===== config.mk =====
export PLATFORM = sky130hd
export DESIGN_NAME = cla_adder_pipe
export DESIGN_NICKNAME = d
export VERILOG_FILES = /design/src/rtl/cla_pkg.sv /design/src/rtl/cla_block.sv /design/src/rtl/cla_adder_pipe.sv
export SDC_FILE = /design/constraint.sdc
export NUM_CORES = 1
export LEC_CHECK = 0
export CAP_MARGIN = 20
export CORE_AREA = 5 5 115 117
export DETAILED_ROUTE_END_ITERATION = 7
export DIE_AREA = 0 0 120 122
export PLACE_DENSITY = 0.77
export RECOVER_POWER = 50
export SLEW_MARGIN = 20
export SYNTH_ARGS = -nofsm -noshare
export SYNTH_HDL_FRONTEND = slang
export SYNTH_HIERARCHICAL = 1
export SYNTH_SLANG_ARGS = --single-unit

===== constraint.sdc =====
create_clock -name clk -period 4.6 [get_ports clk]
set_input_delay 1.15 -clock clk [delete_from_list [all_inputs] [get_ports clk]]
set_output_delay 1.15 -clock clk [all_outputs]
set_load 0.02 [all_outputs]

===== src/rtl/cla_pkg.sv =====
// -----------------------------------------------------------------------------
// cla_pkg
// Shared types and elaboration helpers for the pipelined carry-lookahead
// adder/subtractor (cla_adder_pipe) and its CLA group cell (cla_block).
//
// Contents:
//   alu_mode_e     operating mode decoded from the 'sub' input
//   stage_flags_t  per-stage control/flag bundle carried in the pipeline
//   n_groups()     number of CLA groups covering a given bit width
//   seg_width()    bits handled by each pipeline stage
// -----------------------------------------------------------------------------
package cla_pkg;

  typedef enum logic {
    ADD = 1'b0,
    SUB = 1'b1
  } alu_mode_e;

  // Control part of a pipeline stage payload. The wide operand/sum fields
  // depend on the WIDTH parameter, so they are added by the top module.
  typedef struct packed {
    logic valid;
    logic carry;
    logic ovf;
    logic zero;
  } stage_flags_t;

  function automatic int unsigned n_groups(input int unsigned width,
                                           input int unsigned block);
    return width / block;
  endfunction

  function automatic int unsigned seg_width(input int unsigned width,
                                            input int unsigned stages);
    return width / stages;
  endfunction

endpackage


===== src/rtl/cla_block.sv =====
// -----------------------------------------------------------------------------
// cla_block
// Combinational BLOCK-bit carry-lookahead group.
//
// Ports:
//   a_i, b_i  [BLOCK]  operand bits of this group
//   c_i       1        carry into the group
//   s_o       [BLOCK]  sum bits
//   g_o       1        group generate (carry out regardless of c_i)
//   p_o       1        group propagate (carry out equals c_i)
// -----------------------------------------------------------------------------
module cla_block #(
  parameter int unsigned BLOCK = 4
) (
  input  logic [BLOCK-1:0] a_i,
  input  logic [BLOCK-1:0] b_i,
  input  logic             c_i,
  output logic [BLOCK-1:0] s_o,
  output logic             g_o,
  output logic             p_o
);

  logic [BLOCK-1:0] gen;
  logic [BLOCK-1:0] prop;
  logic [BLOCK-1:0] carryIn;
  logic             carryAcc;
  logic             grpAcc;

  assign gen  = a_i & b_i;
  assign prop = a_i ^ b_i;

  // Each bit carry is expanded from c_i and the lower generate/propagate
  // terms, so no bit waits on the carry of its neighbour.
  always_comb begin
    carryIn  = '0;
    carryAcc = 1'b0;
    for (int i = 0; i < int'(BLOCK); i++) begin
      carryAcc = c_i;
      for (int j = 0; j < i; j++) begin
        carryAcc = gen[j] | (prop[j] & carryAcc);
      end
      carryIn[i] = carryAcc;
    end
  end

  // Group generate ignores c_i; group propagate is the AND of all bit propagates.
  always_comb begin
    grpAcc = 1'b0;
    for (int j = 0; j < int'(BLOCK); j++) begin
      grpAcc = gen[j] | (prop[j] & grpAcc);
    end
  end

  assign s_o = prop ^ carryIn;
  assign g_o = grpAcc;
  assign p_o = &prop;

endmodule


===== src/rtl/cla_adder_pipe.sv =====
// -----------------------------------------------------------------------------
// cla_adder_pipe
// Pipelined carry-lookahead adder/subtractor with valid/ready handshakes.
// Stage s adds bits [s*WIDTH/STAGES +: WIDTH/STAGES] and hands its segment
// carry to stage s+1; the last stage also produces the overflow/zero flags.
//
// Ports:
//   clk, rst_n            clock (rising edge), async active-low reset
//   in_valid / in_ready   operand beat handshake
//   a, b     [WIDTH]      operands
//   cin                   carry in (ignored when sub=1)
//   sub                   0: a+b+cin   1: a-b
//   out_valid / out_ready result beat handshake
//   sum      [WIDTH]      result
//   cout                  carry out (sub: 1 = no borrow)
//   ovf                   signed overflow
//   zero                  sum == 0
// -----------------------------------------------------------------------------
module cla_adder_pipe
  import cla_pkg::*;
#(
  parameter int unsigned WIDTH  = 32,
  parameter int unsigned BLOCK  = 4,
  parameter int unsigned STAGES = 2
) (
  input  logic             clk,
  input  logic             rst_n,
  input  logic             in_valid,
  output logic             in_ready,
  input  logic [WIDTH-1:0] a,
  input  logic [WIDTH-1:0] b,
  input  logic             cin,
  input  logic             sub,
  output logic             out_valid,
  input  logic             out_ready,
  output logic [WIDTH-1:0] sum,
  output logic             cout,
  output logic             ovf,
  output logic             zero
);

  localparam int unsigned SW = seg_width(WIDTH, STAGES);
  localparam int unsigned NG = n_groups(SW, BLOCK);

  if (BLOCK < 1 || WIDTH % (STAGES * BLOCK) != 0) begin : g_chk_div
    $error("cla_adder_pipe: WIDTH must be a multiple of STAGES*BLOCK");
  end
  if (STAGES < 1 || STAGES > WIDTH / BLOCK) begin : g_chk_stages
    $error("cla_adder_pipe: STAGES must lie in 1..WIDTH/BLOCK");
  end

  // Full operands travel with the beat so later stages can pick their
  // segment; finished low sum bits accumulate in 'sum'.
  typedef struct packed {
    stage_flags_t     flags;
    logic [WIDTH-1:0] a;
    logic [WIDTH-1:0] bEff;
    logic [WIDTH-1:0] sum;
  } stage_t;

  stage_t             stage_q [STAGES];
  stage_t             stage_d [STAGES];
  stage_t             inBeat;
  logic  [STAGES-1:0] stageReady;
  alu_mode_e          mode;

  assign mode = alu_mode_e'(sub);

  // Subtraction becomes a + ~b + 1, so the seed carry replaces cin.
  always_comb begin
    inBeat             = '0;
    inBeat.flags.valid = in_valid;
    inBeat.flags.carry = (mode == SUB) ? 1'b1 : cin;
    inBeat.a           = a;
    inBeat.bEff        = (mode == SUB) ? ~b : b;
  end

  for (genvar s = 0; s < int'(STAGES); s++) begin : g_stage
    stage_t        src;
    stage_t        nxt;
    logic [SW-1:0] segA;
    logic [SW-1:0] segB;
    logic [SW-1:0] segS;
    logic [NG-1:0] grpG;
    logic [NG-1:0] grpP;
    logic [NG:0]   grpC;
    logic          lookAcc;

    if (s == 0) begin : g_first
      assign src = inBeat;
    end else begin : g_next
      assign src = stage_q[s-1];
    end

    assign segA = src.a[s*SW +: SW];
    assign segB = src.bEff[s*SW +: SW];

    for (genvar g = 0; g < int'(NG); g++) begin : g_grp
      cla_block #(.BLOCK(BLOCK)) u_blk (
        .a_i (segA[g*BLOCK +: BLOCK]),
        .b_i (segB[g*BLOCK +: BLOCK]),
        .c_i (grpC[g]),
        .s_o (segS[g*BLOCK +: BLOCK]),
        .g_o (grpG[g]),
        .p_o (grpP[g])
      );
    end

    // Group carries are expanded from the segment carry-in and the group
    // generate/propagate terms rather than rippled group to group.
    always_comb begin
      grpC    = '0;
      lookAcc = 1'b0;
      grpC[0] = src.flags.carry;
      for (int g = 1; g <= int'(NG); g++) begin
        lookAcc = src.flags.carry;
        for (int j = 0; j < g; j++) begin
          lookAcc = grpG[j] | (grpP[j] & lookAcc);
        end
        grpC[g] = lookAcc;
      end
    end

    // Carry into the MSB is recovered from the MSB sum bit, so the overflow
    // flag needs no extra carry wire out of the last group.
    always_comb begin
      nxt                  = src;
      nxt.sum[s*SW +: SW]  = segS;
      nxt.flags.carry      = grpC[NG];
      nxt.flags.ovf        = 1'b0;
      nxt.flags.zero       = 1'b0;
      if (s == int'(STAGES) - 1) begin
        nxt.flags.ovf  = src.a[WIDTH-1] ^ src.bEff[WIDTH-1] ^ segS[SW-1] ^ grpC[NG];
        nxt.flags.zero = (nxt.sum == '0);
      end
    end

    assign stage_d[s] = nxt;
  end

  // A stage can load when it is empty or its content moves on this edge;
  // the chain lets a full pipe accept while it drains.
  always_comb begin
    stageReady             = '0;
    stageReady[STAGES-1]   = !stage_q[STAGES-1].flags.valid || out_ready;
    for (int k = int'(STAGES) - 2; k >= 0; k--) begin
      stageReady[k] = !stage_q[k].flags.valid || stageReady[k+1];
    end
  end

  // Stage registers; a bubble from upstream clears the valid bit.
  always_ff @(posedge clk or negedge rst_n) begin
    if (!rst_n) begin
      for (int k = 0; k < int'(STAGES); k++) begin
        stage_q[k] <= '0;
      end
    end else begin
      for (int k = 0; k < int'(STAGES); k++) begin
        if (stageReady[k]) begin
          stage_q[k] <= stage_d[k];
        end
      end
    end
  end

  assign in_ready  = stageReady[0];
  assign out_valid = stage_q[STAGES-1].flags.valid;
  assign sum       = stage_q[STAGES-1].sum;
  assign cout      = stage_q[STAGES-1].flags.carry;
  assign ovf       = stage_q[STAGES-1].flags.ovf;
  assign zero      = stage_q[STAGES-1].flags.zero;

endmodule


==> qor.yml <==
min_period_ns: 4.18
power_leakage_nw: 3.20
path_class: "in -> reg"
grt_pass1_vias: 3987
stdcell_count: 743
dp.cells: 727
syn_inst: 485
met1_length_um: 4970
wl_met2_um: 5500
wl_per_cell_um: 15.3
antenna_found_initial: 1
ys_async_sr_fraction: 1.00
top_layer: "met5"
numPortBuffers: 106
cp-endpoint: "g_stage[1].nxt[11]$_DFFE_PN0P_"
cts.clk_slew.worst_paths_ns: 0.06
layout.area.seq_um2: 2150
numCtsBuffers: 9
post-route-period-util: 0.908
placed_area_um2: 6290
slew_headroom: -0.424
synth_common_cells: "nand2_1, dfrtp_1, inv_1"
p_sw_mw: 0.994
drtAntennaViolNets: 0
synth_top_area_frac: 0.417
clk_latency_ns: 0.33
core_area_um2: 12300
nNetsFinal: 714
comb_power_share: 0.364
dr_wl_met3_um: 709
die_width_um: 120
fin_setup_tns_ns: 0
htree_levels: 3
r2r-start: "g_stage[1].nxt[83]$_DFFE_PN0P_"
cts_tree: "yes"
clock_sinks: 86
fin_skew_ns: 0.00591
ys_types: 32
irDropWorstVdd_uv: 195
synth_warnings: 6
via_per_inst: 4.97
grt_setup_unrepaired: "no"
initial_core_util: 0.421
grt_max_degree: 87
synth_area_um2: 5160
antenna_cells: 0
multi_input_area_um2: 2710
stdcell_area_um2: 6630
p_seq_frac: 0.369
critPathMaxFanout: 2
io_pins: 107
setup_viol: 0
ys_ff_latch: 86
cts_root_buf: "clkbuf_16"
hold_path.class: "reg -> reg"
r2r-end: "ovf$_DFFE_PN0P_"
required_ns: 4.82
drtIter0Drc: 236
vias: 3695
achievable-frequency_mhz: 240
netSwitchingFraction: 0.329
yosysMostFrequentCell: "nand2_1"
cp_data_arrival_time_ns: 4.39
cap_violations: 1
synth_fp_nets: 611
grt_overflow: 0
finalHoldViolCount: 0
fillers: 1074
seq_area_frac_synth: 0.417
dieHeight_um: 122
cts_hold_buf: 0
grt_first_pass_wirelength_um: 18700
r2r_slack_ns: 0.88
drc: 0
cts_resized: 0
r2r_cells: 16
synthToLayoutAreaGrowth_pct: 28.3
routabilityCongestion: 0.884
cp-start-kind: "input pin"
grt_usage: 0.160
tightestPinTransition_ns: 2.14
firstDrtPassIters: 4
clockBufferDepth: 2
syn_area_per_cell_um2: 10.6
dpl.hpwl_um: 8720
final_max_slew_viol_count: 87
fp.dieArea_um2: 14600
powerDensity_nw_per_um2: 455
critical_path.startpoint: "b[2]"
yosysTopAreaCell: "dfrtp_1"
p_int_mw: 2.02
netlist_top_cells_area: "dfrtp_1, fa_1, mux2_4"
drt-total-wl_um: 11400
synth_edf_count: 0
drive_above_1_share: 0.0978
cp-end-kind: "flip-flop"
violations: "capacitance limit, slew limit"
rows: 41
p_clk_frac: 0.266
synthFlopType: "dfrtp_1"
outcome: "finished with violations"
cts_setup_buffers: 0
## worst max-delay path, cell delays in order
cell and delay, ns:
clkdlybuf4s50_1 0.47, xor2_1 0.27, ha_1 0.30, and4_1 0.20
o21a_1 0.11, or2_2 0.29, a21o_1 0.18, inv_1 0.06
fa_1 0.16, inv_1 0.05, fa_1 0.37, fa_1 0.38
xor2_1 0.15, mux2_4 0.25
## stage by stage
| step | utilization | power [mW] | hold WS, ns | worst slack [ns] |
|---|---|---|---|---|
| floorplan | - | 1.77 | 0.468 | 0.301 |
| global placement | 0.513 | 2.20 | 0.452 | 0.166 |
| detailed placement | 0.513 | 2.25 | 0.459 | 0.0861 |
| CTS | 0.541 | 3.07 | 0.472 | 0.443 |
| global route | 0.540 | 3.22 | 0.487 | 0.321 |
| finish | 0.540 | 3.02 | 0.464 | 0.425 |
## metal layers
| layer | up-vias | track usage |
|---|---|---|
| met4 | 2 | 0.0587 |
| met2 | 116 | 0.273 |
| met5 | - | 0 |
| met1 | 1774 | 0.201 |
| li1 | 1786 | - |
| met3 | 17 | 0.0362 |
## logic make-up after synthesis
| group | after synthesis | synth area share |
|---|---|---|
| AOI/OAI and AO/OA | 55 | 0.0594 |
| adders and majority gates | 56 | 0.171 |
| DFF | 86 | 0.417 |
| and+or+nand+nor | 155 | 0.131 |
| buffers and inverters | 59 | 0.0579 |
| muxes | 32 | 0.0931 |
| xor gates and xnor gates | 42 | 0.0713 |
## power groups by stage
stage | Clock (mW) | Combinational, mW | Sequential (mW)
6_report | 0.803 | 1.10 | 1.11
5_1_grt | 0.852 | 1.22 | 1.14
4_1_cts | 0.819 | 1.13 | 1.12
3_5_place_dp | 0 | 1.12 | 1.13
3_3_place_gp | 0 | 1.08 | 1.12
2_1_floorplan | 0 | 0.548 | 1.23
## placed cells by master, fill, tap and decap left out, drive strengths merged
cell type	netlist	routed
a21o	4	4
dfrtp	86	86
clkdlybuf4s50	0	93
bufinv	0	2
nor2b	1	1
o31ai	1	1
inv	40	40
dlygate4sd3	0	11
o21ai	8	8
o211a	1	1
or2	2	2
clkbuf	2	14
o211ai	1	1
ha	32	32
xor2	24	24
xnor2	18	18
nor2	20	20
buf	17	6
a211oi	1	1
mux2	32	32
nand3	1	1
nor4	8	8
fa	24	24
nand2	109	109
o22a	1	1
nand4	2	2
nand2b	4	4
clkinv	0	1
a21oi	36	36
and4	8	8
a21boi	1	1
o21a	1	1
## flip-flops by register name, summed over array words and instances, names as in the netlist
| register | cells |
|---|---|
| cout | 1 |
| g_stage.grpC | 1 |
| ovf | 1 |
| g_stage.nxt | 49 |
| out_valid | 1 |
| sum | 32 |
| zero | 1 |
## final cells by class
class | count | area share
multi-input combinational | 340 | 0.409
sequential | 86 | 0.325
timing repair buffer | 111 | 0.164
clock buffer | 13 | 0.0408
tap | 150 | 0.0283
inverter | 40 | 0.0227
clock inverter | 3 | 0.00982
## worst min-delay path by stage
stage                                       start             endpoint  slack, ns  depth (start not counted)
finish                        sum[23]$_DFFE_PN0P_  sum[23]$_DFFE_PN0P_       0.46                          2
global placement              sum[25]$_DFFE_PN0P_  sum[25]$_DFFE_PN0P_       0.45                          2
global route                  sum[19]$_DFFE_PN0P_  sum[19]$_DFFE_PN0P_       0.49                          2
floorplan           g_stage[1].nxt[2]$_DFFE_PN0P_   sum[2]$_DFFE_PN0P_       0.47                          2
detailed placement            sum[27]$_DFFE_PN0P_  sum[27]$_DFFE_PN0P_       0.46                          2
CTS                           sum[27]$_DFFE_PN0P_  sum[27]$_DFFE_PN0P_       0.47                          2
(Power assumes the default switching activity.)
